### src/rtl/k12a_mem_arbiter_if.sv
// Signal bundle around the K12a memory arbiter: CPU bus, host port and memory device.
// The slave modport is the arbiter's view; master is the surrounding system's view.
interface k12a_mem_arbiter_if;
    logic        cpu_mem_enable;
    logic        cpu_mem_mode;
    logic [15:0] cpu_addr;
    logic [7:0]  cpu_wdata;
    logic [7:0]  cpu_rdata;
    logic        cpu_run;
    logic        host_req;
    logic        host_write;
    logic [15:0] host_addr;
    logic [7:0]  host_wdata;
    logic        host_ack;
    logic [7:0]  host_rdata;
    logic        mem_enable;
    logic        mem_mode;
    logic [15:0] mem_addr;
    logic [7:0]  mem_wdata;
    logic [7:0]  mem_rdata;

    modport slave (
        input  cpu_mem_enable, cpu_mem_mode, cpu_addr, cpu_wdata,
        input  host_req, host_write, host_addr, host_wdata,
        input  mem_rdata,
        output cpu_rdata, cpu_run, host_ack, host_rdata,
        output mem_enable, mem_mode, mem_addr, mem_wdata
    );

    modport master (
        output cpu_mem_enable, cpu_mem_mode, cpu_addr, cpu_wdata,
        output host_req, host_write, host_addr, host_wdata,
        output mem_rdata,
        input  cpu_rdata, cpu_run, host_ack, host_rdata,
        input  mem_enable, mem_mode, mem_addr, mem_wdata
    );
endinterface

### src/rtl/k12a_mem_arbiter.sv
// Shares the K12a main-memory port between the CPU (priority) and a host port.
// The host takes CPU-idle cycles, or stalls the CPU for one cycle after MAX_WAIT busy cycles.
module k12a_mem_arbiter #(
    parameter int unsigned MAX_WAIT = 4
) (
    input  logic               clock,
    input  logic               reset_n,
    k12a_mem_arbiter_if.slave  bus
);

    localparam logic       MODE_READ  = 1'b0;
    localparam logic       MODE_WRITE = 1'b1;
    localparam logic [3:0] MAX_WAIT_C = 4'(MAX_WAIT);

    typedef enum logic [1:0] {
        ST_IDLE  = 2'd0,
        ST_WAIT  = 2'd1,
        ST_STALL = 2'd2,
        ST_ACK   = 2'd3
    } state_t;

    state_t      state_r;
    state_t      state_next_s;
    logic [3:0]  wait_cnt_r;
    logic [3:0]  wait_cnt_next_s;
    logic [3:0]  wait_cnt_inc_s;
    logic [7:0]  host_rdata_r;
    logic        host_grant_s;
    logic        mem_enable_s;
    logic        mem_mode_s;
    logic [15:0] mem_addr_s;
    logic [7:0]  mem_wdata_s;

    // A STALL cycle belongs to the host regardless of what the CPU asks for.
    assign host_grant_s = bus.host_req &
                          ((((state_r == ST_IDLE) | (state_r == ST_WAIT)) & ~bus.cpu_mem_enable) |
                           (state_r == ST_STALL));

    assign wait_cnt_inc_s = wait_cnt_r + 4'd1;

    // Next-state and starvation counter logic
    always_comb begin
        state_next_s    = state_r;
        wait_cnt_next_s = wait_cnt_r;
        case (state_r)
            ST_IDLE: begin
                if (host_grant_s) begin
                    state_next_s    = ST_ACK;
                    wait_cnt_next_s = 4'd0;
                end else if (bus.host_req & bus.cpu_mem_enable) begin
                    // With a limit of one, the first lost cycle already exhausts the budget.
                    state_next_s    = (MAX_WAIT_C == 4'd1) ? ST_STALL : ST_WAIT;
                    wait_cnt_next_s = 4'd1;
                end else begin
                    state_next_s    = ST_IDLE;
                end
            end
            ST_WAIT: begin
                if (!bus.host_req) begin
                    state_next_s    = ST_IDLE;
                    wait_cnt_next_s = 4'd0;
                end else if (host_grant_s) begin
                    state_next_s    = ST_ACK;
                    wait_cnt_next_s = 4'd0;
                end else begin
                    wait_cnt_next_s = wait_cnt_inc_s;
                    state_next_s    = (wait_cnt_inc_s == MAX_WAIT_C) ? ST_STALL : ST_WAIT;
                end
            end
            ST_STALL: begin
                if (host_grant_s) begin
                    state_next_s = ST_ACK;
                end else begin
                    state_next_s = ST_IDLE;
                end
                wait_cnt_next_s = 4'd0;
            end
            ST_ACK: begin
                state_next_s    = ST_IDLE;
                wait_cnt_next_s = 4'd0;
            end
            default: begin
                state_next_s    = ST_IDLE;
                wait_cnt_next_s = 4'd0;
            end
        endcase
    end

    // Memory bus multiplexer between host and CPU
    always_comb begin
        mem_enable_s = bus.cpu_mem_enable;
        mem_mode_s   = bus.cpu_mem_mode;
        mem_addr_s   = bus.cpu_addr;
        mem_wdata_s  = bus.cpu_wdata;
        if (host_grant_s) begin
            mem_enable_s = 1'b1;
            mem_mode_s   = bus.host_write ? MODE_WRITE : MODE_READ;
            mem_addr_s   = bus.host_addr;
            mem_wdata_s  = bus.host_wdata;
        end else begin
            mem_enable_s = bus.cpu_mem_enable;
        end
    end

    // State, counter and captured host read data
    always_ff @(posedge clock) begin
        if (!reset_n) begin
            state_r      <= ST_IDLE;
            wait_cnt_r   <= 4'd0;
            host_rdata_r <= 8'h00;
        end else begin
            state_r    <= state_next_s;
            wait_cnt_r <= wait_cnt_next_s;
            if (host_grant_s) begin
                host_rdata_r <= bus.mem_rdata;
            end
        end
    end

    assign bus.mem_enable = mem_enable_s;
    assign bus.mem_mode   = mem_mode_s;
    assign bus.mem_addr   = mem_addr_s;
    assign bus.mem_wdata  = mem_wdata_s;
    assign bus.cpu_rdata  = bus.mem_rdata;
    assign bus.cpu_run    = (state_r != ST_STALL);
    assign bus.host_ack   = (state_r == ST_ACK);
    assign bus.host_rdata = host_rdata_r;

endmodule

### src/flat_wrapper.sv
// flat-port wrapper written by rule: the top's interface ports become plain ports
module k12a_mem_arbiter_flat 
#(
    parameter int unsigned MAX_WAIT = 4
)
  (clock, reset_n, bus_cpu_mem_enable, bus_cpu_mem_mode, bus_cpu_addr, bus_cpu_wdata, bus_host_req, bus_host_write, bus_host_addr, bus_host_wdata, bus_mem_rdata, bus_cpu_rdata, bus_cpu_run, bus_host_ack, bus_host_rdata, bus_mem_enable, bus_mem_mode, bus_mem_addr, bus_mem_wdata);
  k12a_mem_arbiter_if bus_i ();
  input  logic clock;
  input  logic reset_n;
  input wire logic [$bits(bus_i.cpu_mem_enable)-1:0] bus_cpu_mem_enable;
  input wire logic [$bits(bus_i.cpu_mem_mode)-1:0] bus_cpu_mem_mode;
  input wire logic [$bits(bus_i.cpu_addr)-1:0] bus_cpu_addr;
  input wire logic [$bits(bus_i.cpu_wdata)-1:0] bus_cpu_wdata;
  input wire logic [$bits(bus_i.host_req)-1:0] bus_host_req;
  input wire logic [$bits(bus_i.host_write)-1:0] bus_host_write;
  input wire logic [$bits(bus_i.host_addr)-1:0] bus_host_addr;
  input wire logic [$bits(bus_i.host_wdata)-1:0] bus_host_wdata;
  input wire logic [$bits(bus_i.mem_rdata)-1:0] bus_mem_rdata;
  output wire logic [$bits(bus_i.cpu_rdata)-1:0] bus_cpu_rdata;
  output wire logic [$bits(bus_i.cpu_run)-1:0] bus_cpu_run;
  output wire logic [$bits(bus_i.host_ack)-1:0] bus_host_ack;
  output wire logic [$bits(bus_i.host_rdata)-1:0] bus_host_rdata;
  output wire logic [$bits(bus_i.mem_enable)-1:0] bus_mem_enable;
  output wire logic [$bits(bus_i.mem_mode)-1:0] bus_mem_mode;
  output wire logic [$bits(bus_i.mem_addr)-1:0] bus_mem_addr;
  output wire logic [$bits(bus_i.mem_wdata)-1:0] bus_mem_wdata;
  assign bus_i.cpu_mem_enable = bus_cpu_mem_enable;
  assign bus_i.cpu_mem_mode = bus_cpu_mem_mode;
  assign bus_i.cpu_addr = bus_cpu_addr;
  assign bus_i.cpu_wdata = bus_cpu_wdata;
  assign bus_i.host_req = bus_host_req;
  assign bus_i.host_write = bus_host_write;
  assign bus_i.host_addr = bus_host_addr;
  assign bus_i.host_wdata = bus_host_wdata;
  assign bus_i.mem_rdata = bus_mem_rdata;
  assign bus_cpu_rdata = bus_i.cpu_rdata;
  assign bus_cpu_run = bus_i.cpu_run;
  assign bus_host_ack = bus_i.host_ack;
  assign bus_host_rdata = bus_i.host_rdata;
  assign bus_mem_enable = bus_i.mem_enable;
  assign bus_mem_mode = bus_i.mem_mode;
  assign bus_mem_addr = bus_i.mem_addr;
  assign bus_mem_wdata = bus_i.mem_wdata;
  k12a_mem_arbiter #(.MAX_WAIT(MAX_WAIT)) u_core (.clock(clock), .reset_n(reset_n), .bus(bus_i));
endmodule
### config.mk
export PLATFORM = sky130hd
export DESIGN_NAME = k12a_mem_arbiter_flat
export DESIGN_NICKNAME = d
export VERILOG_FILES = /design/src/rtl/k12a_mem_arbiter_if.sv /design/src/rtl/k12a_mem_arbiter.sv /design/src/flat_wrapper.sv
export SDC_FILE = /design/constraint.sdc
export NUM_CORES = 1
export LEC_CHECK = 0
export BUFFER_PORTS_ARGS = -buffer_cell sky130_fd_sc_hd__buf_4
export CAP_MARGIN = 30
export CORE_MARGIN = 2
export CORE_UTILIZATION = 38
export DETAILED_ROUTE_END_ITERATION = 8
export GPL_ROUTABILITY_DRIVEN = 0
export PLACE_DENSITY = 0.94
export SLEW_MARGIN = 0
export SYNTH_ARGS = -nofsm -noshare
export SYNTH_HDL_FRONTEND = slang
export SYNTH_SLANG_ARGS = --single-unit
export TNS_END_PERCENT = 30
### constraint.sdc
create_clock -name clock -period 2.45 [get_ports clock]
set_input_delay 0.1225 -clock clock [delete_from_list [all_inputs] [get_ports clock]]
set_output_delay 0.1225 -clock clock [all_outputs]
set_load 0.05 [all_outputs]
# After elaboration in Yosys (flattened, before gate mapping)
# Cells that the tools add are included.
[word_totals] register_bits=14 in_bits=62 out_inout_bits=44 wordCells=35
[op_classes] n_addsub=1 n_eq_ne=6 muxes=17 n_bitwise=6 n_reduce_logical=2
[op_table] operator="$mux W16" n=1
[op_table] operator="$mux W4" n=4
[op_table] operator="$pmux W4 S3" n=1
[op_table] operator="$mux W2" n=5
[op_table] operator="$mux W8" n=1
[op_table] operator="$pmux W2 S4" n=1
[op_table] operator="$add A4 B1 Y4 const B" n=1
[op_table] operator="$eq A2 B2 Y1 const B" n=2
[op_table] operator="$eq A4 B3 Y1 const B" n=1
[op_table] operator="$mux W1" n=4
[op_table] operator="$and A1 B1 Y1" n=3
[op_table] operator="$ne A3 B2 Y1 const B" n=1
[op_table] operator="$eq A2 B1 Y1 const B" n=1
[op_table] operator="$logic_not A2 Y1" n=1
[op_table] operator="$ne A2 B2 Y1 const B" n=1
[op_table] operator="$or A1 B1 Y1" n=2
[op_table] operator="$reduce_or A2 Y1" n=1
[op_table] operator="$not A1 Y1" n=1

# Longest topological paths before layout
# Gate-level depths: netlist of the first run.
[depth] ltp_word=8 mapped_depth=7 mapped_depth_nobuf=5

# Least setup slack after synthesis of the first run
# Ideal clock, no wire load.
[synth_timing] path_type="register -> output" from="reg u_core.state_r[0]" to="out bus_mem_addr[10]" arrival_ps=1406 required_ps=2328 path_slack_ps=921 stages_incl_launch_ff=8 n_path_buf=3 path_cell_list="dfxtp_1 buf_4 a21boi_2 and2b_1 buf_4 buf_4 nand2_1 nand2_1"
[synth_via] elab_chain_cells=6 word_cells_on_any_way=8 cone_classes="2 x eq/ne; 1 x mux; 4 x bitwise; 1 x reduce/logical"
[synth_lines] element="start: declaration" line_no="k12a_mem_arbiter.sv:22" text="state_t state_r;"
[synth_lines] element="start signal: assignment" line_no="k12a_mem_arbiter.sv:112" text="state_r <= state_next_s;"
[synth_lines] element="$eq A2 B1 Y1 / $logic_not A2 Y1 (equally long branches)" line_no="k12a_mem_arbiter.sv:36" text="((((state_r == ST_IDLE) | (state_r == ST_WAIT)) & ~bus.cpu_mem_enable) |"
[synth_lines] element="$or A1 B1 Y1" line_no="k12a_mem_arbiter.sv:36"
[synth_lines] element="$and A1 B1 Y1" line_no="k12a_mem_arbiter.sv:36"
[synth_lines] element="$or A1 B1 Y1 (*)" line_no="k12a_mem_arbiter.sv:36"
[synth_lines] element="$and A1 B1 Y1 (*)" line_no="k12a_mem_arbiter.sv:35" text="assign host_grant_s = bus.host_req &"
[synth_lines] element="$mux W16 (*)" line_no="k12a_mem_arbiter.sv:95" text="if (host_grant_s) begin"
[synth_lines] element="end: declaration" line_no="flat_wrapper.sv:25" text="output wire logic [$bits(bus_i.mem_addr)-1:0] bus_mem_addr;"
# Mark *: on every way between the ends. The rest lies on a longest branch, timed or not.

# Final worst setup path of the first run
[layout_timing] from="reg u_core.state_r[0]" to="out bus_mem_wdata[2]"
[layout_via] elab_chain_cells=6 word_cells_on_any_way=8 cone_classes="2 x eq/ne; 1 x mux; 4 x bitwise; 1 x reduce/logical"
[layout_lines] element="$eq A2 B1 Y1 / $logic_not A2 Y1 (equally long branches)" line_no="k12a_mem_arbiter.sv:36"
[layout_lines] element="$or A1 B1 Y1" line_no="k12a_mem_arbiter.sv:36"
[layout_lines] element="$and A1 B1 Y1" line_no="k12a_mem_arbiter.sv:36"
[layout_lines] element="$or A1 B1 Y1 (*)" line_no="k12a_mem_arbiter.sv:36"
[layout_lines] element="$and A1 B1 Y1 (*)" line_no="k12a_mem_arbiter.sv:35"
[layout_lines] element="$mux W8 (*)" line_no="k12a_mem_arbiter.sv:95"
[layout_lines] element="end: declaration" line_no="flat_wrapper.sv:26" text="output wire logic [$bits(bus_i.mem_wdata)-1:0] bus_mem_wdata;"
# Marked as above.

==> results.md, run 1 <==
- Reg2reg end: u_core.state_r[0]
- Die Width: 56.4 um
- CTS Sinks: 14
- Synth top area share: 0.339
- Worst setup EP type: primary output
- Pwr dens: 475 mW/mm2
- Largest delay contributor family on the critical path: simple AND/OR/NAND/NOR gates
- DP Area: 0.00179 mm2
- Post-route cell area: 0.00183 mm2
- Hold_buf cts: 0
- Hold endpoint: u_core.state_r[0]
- Setup bufs post-CTS: 0
- Total of max-cap violations: 0
- Worst-case reg-to-reg path depth: 5
- Share of cells above drive strength 1: 0.441
- Synth top area cells: nand2_1 34%, dfxtp_1 27%, buf_4 8.6%
- Yosys reg bits: 14
- Pre-CTS WS: 0.733 ns
- Post-Syn Nets: 230
- Final setup fails: 0
- Final wirelength: 3.86 mm
- Max incr delay on CP: 0.41 ns
- GRT overflow: 0
- Hold_sp: bus_cpu_mem_enable
- Fin nets: 326
- Clock Tree Root: clkbuf_4
- Cell accounting for the most synthesized area: nand2_1
- Rel. slew slack: 0.641
- LEAKAGE: 1.03 nW
- Starting Density: 0.410
- Worst path required time: 2.33 ns
- Peak supply drop: 392 uV
- Reg-to-Reg Start: u_core.wait_cnt_r[0]
- Drt initial violations: 106
- Htree depth: 1
- Post-Layout Cell Count: 291
- Status: completed
- RSZ-0062 raised after global routing: false
- Buf/Inv on CP: 2
- Initial antenna violation count: 0
- Resized cells post-CTS: 0
- P&R area growth vs syn: 75.6%
- FF-to-FF setup slack: 0.86 ns
- Slowest stage cell on the critical path: dfxtp_1
- Clock skew: 0.00224 ns
- Warnings from Yosys: 0
- Total iterations of the first detailed-routing run: 4
- Setup TNS: 0 ns
- Clk_lat worst skew: 0.28 ns
- Total Routing Usage GR: 0.229
- Commonest non-fill, non-tap cell in the layout: buf_4
- Row Count: 18
- Max frequency: 489 MHz
- Syn Inst Count: 166
- Final hold slack: 0.0442 ns
- Clk slew on worst S/H paths: 0.08 ns
- Drt drc: 0
- Core area: 0.00254 mm2
- Critical path type: flop to primary output
- ANT cells: 0
- First-pass GRT wire length: 5.85 mm
- Arrival @ worst endpoint: 1.92 ns
- CTS Buf Count: 3
- Via Count: 1417
- Count of cell types in the netlist: 32
- Startpoint Class: flop
- Placed cell count: 287
- Hold WC Path Type: input pin to flop
- Die Span Y: 56.4 um
- Post-detailed-route count of antenna-violating nets: 0
- Hold Path Depth: 2
- Mean number of vias per cell: 4.87
- I/O Buffers: 105
- Seq/Total Area, Yosys: 0.269
- CTS tree: yes
- CP cell instances: a21boi_2 -> and2b_1 -> buf_12 -> nand2_1 -> nand2_1 -> buf_4
- Wirelength per Cell: 13.3 um
- Util after Layout: 0.719
- Minimum clock period: 2.04 ns
- Worst-Margin Slew: 0.538 ns
- Avg Cell Area, Syn: 6.28 um2
- Tot Pwr: 0.869 mW
- Setup ws final: 0.406 ns
- Pins Over Slew Limit: 0
- Number of global-route vias before repair: 1324
- Post-DP HPWL: 3.09 mm
- Buffer depth of the longest clock path: 2
- Most frequent CP cell: nand2_1
- CP max FO: 25
- I/O pin count: 106
- Largest net degree at the start of global routing: 26
- Crit share post-route: 0.834
- Mapped cell area: 0.00104 mm2
- Fin. Hold Viols: 0
- DIE AREA: 0.00318 mm2
- Most frequent cells in the layout: 106 x buf_4, 94 x nand2_1, 14 x dfxtp_1, 5 x a21boi_1
power by group:
part | total (mW) | switching, mW | internal (mW)
Sequential | 0.247 | 0.00925 | 0.237
Combinational | 0.457 | 0.291 | 0.167
Clock | 0.165 | 0.0745 | 0.0905
Total | 0.869 | 0.374 | 0.495
worst reg2reg max path: stages, from the launching register on:
cell     delay [ns]
dfxtp_1        0.44
ha_1           0.18
nand2_1        0.07
or4b_1         0.52
o31ai_1        0.12
a21oi_1        0.14
registers in the layout, indices dropped and copies added, names as in the netlist:
register and count:
u_core.bus.host_rdata 8, u_core.wait_cnt_r 4, u_core.state_r 2
cell usage after synthesis:
| cell | n |
|---|---|
| o311a_1 | 1 |
| buf_6 | 1 |
| o211ai_1 | 1 |
| and3_1 | 1 |
| o211a_1 | 1 |
| o31ai_1 | 1 |
| o22ai_1 | 1 |
| nor2_1 | 2 |
| and2b_1 | 1 |
| nand2b_1 | 1 |
| o21ai_2 | 1 |
| mux2i_1 | 1 |
| dfxtp_1 | 14 |
| a21oi_1 | 2 |
| nor2b_1 | 1 |
| and2_1 | 2 |
| nand3_1 | 3 |
| a21boi_2 | 1 |
| a211oi_1 | 1 |
| clkbuf_1 | 4 |
| buf_4 | 12 |
| ha_1 | 2 |
| nand3b_1 | 1 |
| or2_2 | 1 |
| a21boi_0 | 3 |
| nand4_1 | 1 |
| inv_1 | 3 |
| a21boi_1 | 5 |
| a41o_1 | 1 |
| nand2_1 | 94 |
| or4b_1 | 1 |
| or3_1 | 1 |
worst max-delay path by stage:
stage,slack (ns),endpoint,start,cells past startpoint
finish,0.41,bus_mem_wdata[2],u_core.state_r[0],6
global route,0.29,bus_mem_wdata[2],u_core.state_r[0],6
CTS,0.38,bus_mem_wdata[2],u_core.state_r[0],6
detailed placement,0.73,bus_mem_wdata[2],u_core.state_r[0],6
global placement,0.65,bus_mem_mode,u_core.state_r[1],4
floorplan,0.92,bus_mem_addr[10],u_core.state_r[0],7
kinds of logic (layout without fill, tap and decap cells):
| family | Yosys count | after routing | synth area share |
|---|---|---|---|
| AND/OR/NAND/NOR | 110 | 110 | 0.432 |
| buffers and inverters | 20 | 115 | 0.122 |
| AO/OA/AOI/OAI | 19 | 19 | 0.143 |
| flip-flops | 14 | 14 | 0.269 |
| adder cells (fa/ha/maj) | 2 | 2 | 0.0240 |
| multiplexers | 1 | 1 | 0.00960 |
metal layers:
metal  global-route usage  part of all wire  routed length, um  vias up
met5                    0                 0                  0        -
met4               0.0782             0.021                 82        0
met3               0.0346             0.073                283        9
met2                0.450              0.55               2110       71
met1                0.243              0.36               1390      627
li1                     -                 -                  -      710
layout make-up:
cell class,count,area [um2]
Fill cell,210,714
Sequential cell,14,280
Clock buffer,4,36.3
Inverter,3,11.3
Tap cell,30,37.5
Multi-Input combinational cell,132,634
Timing Repair Buffer,108,831
(Power assumes the default switching activity.)
==> run 2, diff against run 1 <==
CORE_UTILIZATION = 32   (was 38)
PLACE_DENSITY = 0.86   (was 0.94)
clock period = 1.7 ns   (was 2.45 ns; I/O delays follow)
==> run 2 against run 1 <==
  * Count of clock-buffer cells in the layout unchanged
  * Cell area increased by 9.0%
  * Worst hold slack got worse by 0.020 ns
  * Sequential share of layout area decreased by 1.0 points
  * Largest cell class unchanged
==> results.md, run 2 (synthesized netlist as in run 1, its figures left out) <==
- Pins Over Slew Limit: 0
- Minimum clock period: 1.64 ns
- GRT overflow: 0
- Drt initial violations: 52
- Worst-Margin Slew: 0.379 ns
- ANT cells: 0
- Clock Tree Root: clkbuf_4
- Number of global-route vias before repair: 1254
- Worst setup EP type: primary output
- Core area: 0.00308 mm2
- Setup ws final: 0.0584 ns
- Setup TNS: 0 ns
- Crit share post-route: 0.966
- CTS tree: yes
- Max incr delay on CP: 0.36 ns
- DP Area: 0.00182 mm2
- Hold WC Path Type: input pin to flop
- Wirelength per Cell: 12.2 um
- Drt drc: 0
- Arrival @ worst endpoint: 1.56 ns
- Final hold slack: 0.0246 ns
- Final setup fails: 0
- Pre-CTS WS: 0.196 ns
- Total Routing Usage GR: 0.186
- I/O pin count: 106
- Startpoint Class: flop
- Rel. slew slack: 0.745
- Initial antenna violation count: 0
- Largest register FFs: 8
- Total of max-cap violations: 0
- Row Count: 20
- Largest net degree at the start of global routing: 31
- Commonest non-fill, non-tap cell in the layout: buf_4
- Die Width: 61.1 um
- DIE AREA: 0.00373 mm2
- Fin. Hold Viols: 0
- Hold Path Depth: 2
- P&R area growth vs syn: 91.4%
- Flop pwr share: 0.272
- Via Count: 1438
- CP max FO: 11
- LEAKAGE: 1.11 nW
- Fin nets: 338
- Post-Layout Cell Count: 317
- I/O Buffers: 105
- Clk slew on worst S/H paths: 0.09 ns
- Post-route cell area: 0.00199 mm2
- Share of cells above drive strength 1: 0.476
- Buffer depth of the longest clock path: 2
- Peak supply drop: 453 uV
- Clk_lat worst skew: 0.28 ns
- Placed cell count: 303
- Tot Pwr: 1.30 mW
- Clock power frac: 0.190
- Status: completed
- Worst-case reg-to-reg path depth: 4
- Clock skew: 0.00544 ns
- Post-DP HPWL: 2.75 mm
- P_int: 0.746 mW
- Mean number of vias per cell: 4.54
- Util after Layout: 0.648
- CTS Sinks: 14
- Most frequent cells in the layout: 113 x buf_4, 94 x nand2_1, 12 x dfxtp_1, 5 x a21boi_1, 4 x buf_6
- Most frequent CP cell: buf_4
- Post-detailed-route count of antenna-violating nets: 0
- Htree depth: 1
- Sw power: 0.559 mW
- Pwr dens: 654 mW/mm2
- Slowest stage cell on the critical path: dfxtp_2
- CTS Buf Count: 3
- Final wirelength: 3.86 mm
- Max frequency: 609 MHz
- Starting Density: 0.339
- Die Span Y: 61.1 um
- Total iterations of the first detailed-routing run: 4
- Critical path type: flop to primary output
- First-pass GRT wire length: 5.22 mm
- Worst path required time: 1.62 ns
- Switching share of power: 0.428
- CP cell instances: buf_4 -> o21ai_4 -> buf_4 -> nand2_1 -> nand2_1 -> buf_4
- Combinational power share: 0.538
==> run 2: cell types whose count changed in the layout (fill, tap and decap cells not counted), sizes merged <==
cell         delta
buf            +10
clkbuf          +1
dlygate4sd3     +1
==> run 2: metal layers <==
metal  global-route usage  vias to the layer above  part of all wire
met1                0.192                      611              0.38
met5                    0                        -                 0
li1                     -                      735                 -
met3               0.0546                       13              0.12
met2                0.343                       79              0.48
met4               0.0870                        0             0.024
==> run 2: path summary, 6_finish.rpt <==
path,startpoint,slack [ns],end
min reg2reg,u_core.bus.host_rdata[6],0.46,u_core.bus.host_rdata[6]
min,bus_host_req,0.02,u_core.wait_cnt_r[0]
max,u_core.state_r[1],0.06,bus_mem_wdata[4]
max reg2reg,u_core.wait_cnt_r[0],0.17,u_core.state_r[1]
==> run 2: critical path, delay by kind of cell, from the launching register on <==
family / cells / cell delay (ns)
compound gates: 1 / 0.18
buf+inv: 3 / 0.56
flops: 1 / 0.36
simple gates: 2 / 0.16
==> run 2: area by class of cell <==
class,count,area [um2]
Fill cell,273,1080
Timing Repair Buffer,120,948
Multi-Input combinational cell,132,658
Sequential cell,14,285
Tap cell,44,55.1
Clock buffer,4,36.3
Inverter,3,11.3
==> run 2: power by group through the flow <==
stage	registers, mW	clock network (mW)	logic (mW)
final	0.355	0.247	0.702
after global routing	0.358	0.266	0.742
after CTS	0.354	0.249	0.666
after detailed placement	0.361	0	0.659
after global placement	0.360	0	0.655
after floorplan	0.394	0	0.380
==> run 2: repair_timing <==
action | 4_1_cts | 5_1_grt
hold buffers | 1 | 0
setup buffers | 1 | 6
gates cloned | 0 | 2
resized for setup | 2 | 12
hold endpoints to repair | 1 | 0
endpoints found under the setup margin | 25 | 25
pin swaps | 1 | 1
==> run 3, diff against run 2 <==
BUFFER_PORTS_ARGS = -buffer_cell sky130_fd_sc_hd__buf_2   (was -buffer_cell sky130_fd_sc_hd__buf_4)
REMOVE_ABC_BUFFERS = 1   (was unset)
==> run 3 against run 2 <==
  * Clock power shrank 2%
  * Register-to-register slack gained 0.02 ns
  * Sequential cell count is the same
  * Global-route usage shrank 2.7 points
  * Clock skew shrank 0.0024 ns
  * Sequential power is essentially flat
  * Maximum frequency shrank 3.2%
  * Setup slack lost 0.055 ns
  * Power shrank 2.9%
  * Wire length shrank 2.9%
  * Count of clock-buffer cells in the layout is the same
  * Largest cell class unchanged
==> results.md, run 3 (synthesized netlist as in run 1, its figures left out) <==
- Peak supply drop: 325 uV
- RSZ-0062 raised after global routing: true
- Setup ws final: 0.00325 ns
- Via Count: 1421
- Tot Pwr: 1.27 mW
- CP max FO: 16
- First-pass GRT wire length: 4.52 mm
- CTS Buf Count: 3
- Wirelength per Cell: 12.2 um
- LEAKAGE: 1.03 nW
- Clk_lat worst skew: 0.28 ns
- Commonest non-fill, non-tap cell in the layout: nand2_1
- Number of global-route vias before repair: 1083
- Worst-Margin Slew: 0.306 ns
- Minimum clock period: 1.70 ns
- Die Span Y: 61.1 um
- ANT cells: 0
- Htree depth: 1
- Post-detailed-route count of antenna-violating nets: 0
- Pins Over Slew Limit: 0
- Clock Tree Root: clkbuf_4
- Row Count: 20
- Clock skew: 0.00306 ns
- Final wirelength: 3.75 mm
- Hold WC Path Type: input pin to flop
- Drt initial violations: 97
- Largest register FFs: 8
- Rel. slew slack: 0.796
- Post-Layout Cell Count: 307
- Core area: 0.00308 mm2
- Starting Density: 0.339
- Drt drc: 0
- I/O Buffers: 105
- Pwr dens: 699 mW/mm2
- Util after Layout: 0.589
- Die Width: 61.1 um
- Final setup fails: 0
- CTS Sinks: 14
- Total iterations of the first detailed-routing run: 4
- Max frequency: 589 MHz
- Initial antenna violation count: 0
- CTS tree: yes
- Crit share post-route: 0.998
- Total of max-cap violations: 0
- Most frequent CP cell: nand2_1
- Mean number of vias per cell: 4.63
- P&R area growth vs syn: 73.9%
- GRT overflow: 0
- Worst path required time: 1.62 ns
- Most frequent cells in the layout: 93 x nand2_1, 80 x buf_2, 25 x buf_6, 12 x dfxtp_1, 5 x a21boi_1
- DIE AREA: 0.00373 mm2
- Critical path type: flop to primary output
- Worst setup EP type: primary output
- Fin. Hold Viols: 0
- Slowest stage cell on the critical path: dfxtp_4
- Largest net degree at the start of global routing: 34
- Placed cell count: 300
- Clk slew on worst S/H paths: 0.09 ns
- Post-DP HPWL: 2.40 mm
- Share of cells above drive strength 1: 0.460
- I/O pin count: 106
- Total Routing Usage GR: 0.159
- Status: completed
- Pre-CTS WS: 0.151 ns
- Startpoint Class: flop
- Arrival @ worst endpoint: 1.61 ns
- Fin nets: 328
- Buffer depth of the longest clock path: 2
- CP cell instances: a21boi_4 -> and2b_2 -> clkbuf_16 -> nand2_1 -> nand2_1 -> buf_6
- Max incr delay on CP: 0.40 ns
## run 3: cell count changes in the layout (fill, tap and decap cells not counted)
cell / delta
buf_4: -112
nand2_2: +1
buf_2: +80
nand2_1: -1
buf_12: +1
buf_6: +21
## run 3: stage by stage
stage	hold WS [ns]	instance area (um2)	setup TNS (ns)
floorplan	0.170	926	-1.12
global placement	0.298	1550	0
global route	0.0294	1810	-0.711
CTS	0.0335	1680	0
detailed placement	0.312	1550	0
finish	0.0410	1810	0
## run 3: metal layers
metal,track usage,share of wire,routed length (um),vias to the layer above
met1,0.170,0.38,1440,622
met5,0,0,0,-
met2,0.318,0.51,1910,70
li1,-,-,-,718
met3,0.0168,0.081,305,11
met4,0.0559,0.025,95,0
## run 3: final timing paths
check                                 from                        to  slack, ns  cells past startpoint
setup / recovery         u_core.state_r[1]           bus_mem_addr[4]      0.003                      6
hold / removal            bus_mem_rdata[5]  u_core.bus.host_rdata[5]       0.04                      3
setup reg to reg      u_core.wait_cnt_r[0]         u_core.state_r[1]       0.19                      5
hold reg to reg   u_core.bus.host_rdata[5]  u_core.bus.host_rdata[5]       0.45                      2
## run 3: what timing repair did
item	in CTS	in global routing
pin swaps	1	1
setup endpoints to repair	25	25
hold buffers	1	0
hold endpoints to repair	1	0
cloned	0	1
setup buffers	1	0
gates resized for setup	30	29
## run 3: cell type report
cell class | instances | area, um2
flip-flops and latches | 14 | 285
fillers | 286 | 1260
clock buffers | 4 | 36.3
well taps | 44 | 55.1
repair buffers | 110 | 764
multi-input cells | 132 | 661
inverters | 3 | 11.3
## run 3: worst max-delay path: cells and delay by family, from the launching register on
| family | cells | cell delay [ns] |
|---|---|---|
| buffers and inverters | 2 | 0.34 |
| DFF | 1 | 0.40 |
| and+or+nand+nor | 3 | 0.37 |
| AOI/OAI and AO/OA | 1 | 0.21 |
## run 3: report_power, final
group | switching [mW] | total (mW) | internal (mW)
Combinational | 0.430 | 0.668 | 0.237
Sequential | 0.0150 | 0.357 | 0.342
Clock | 0.113 | 0.243 | 0.130
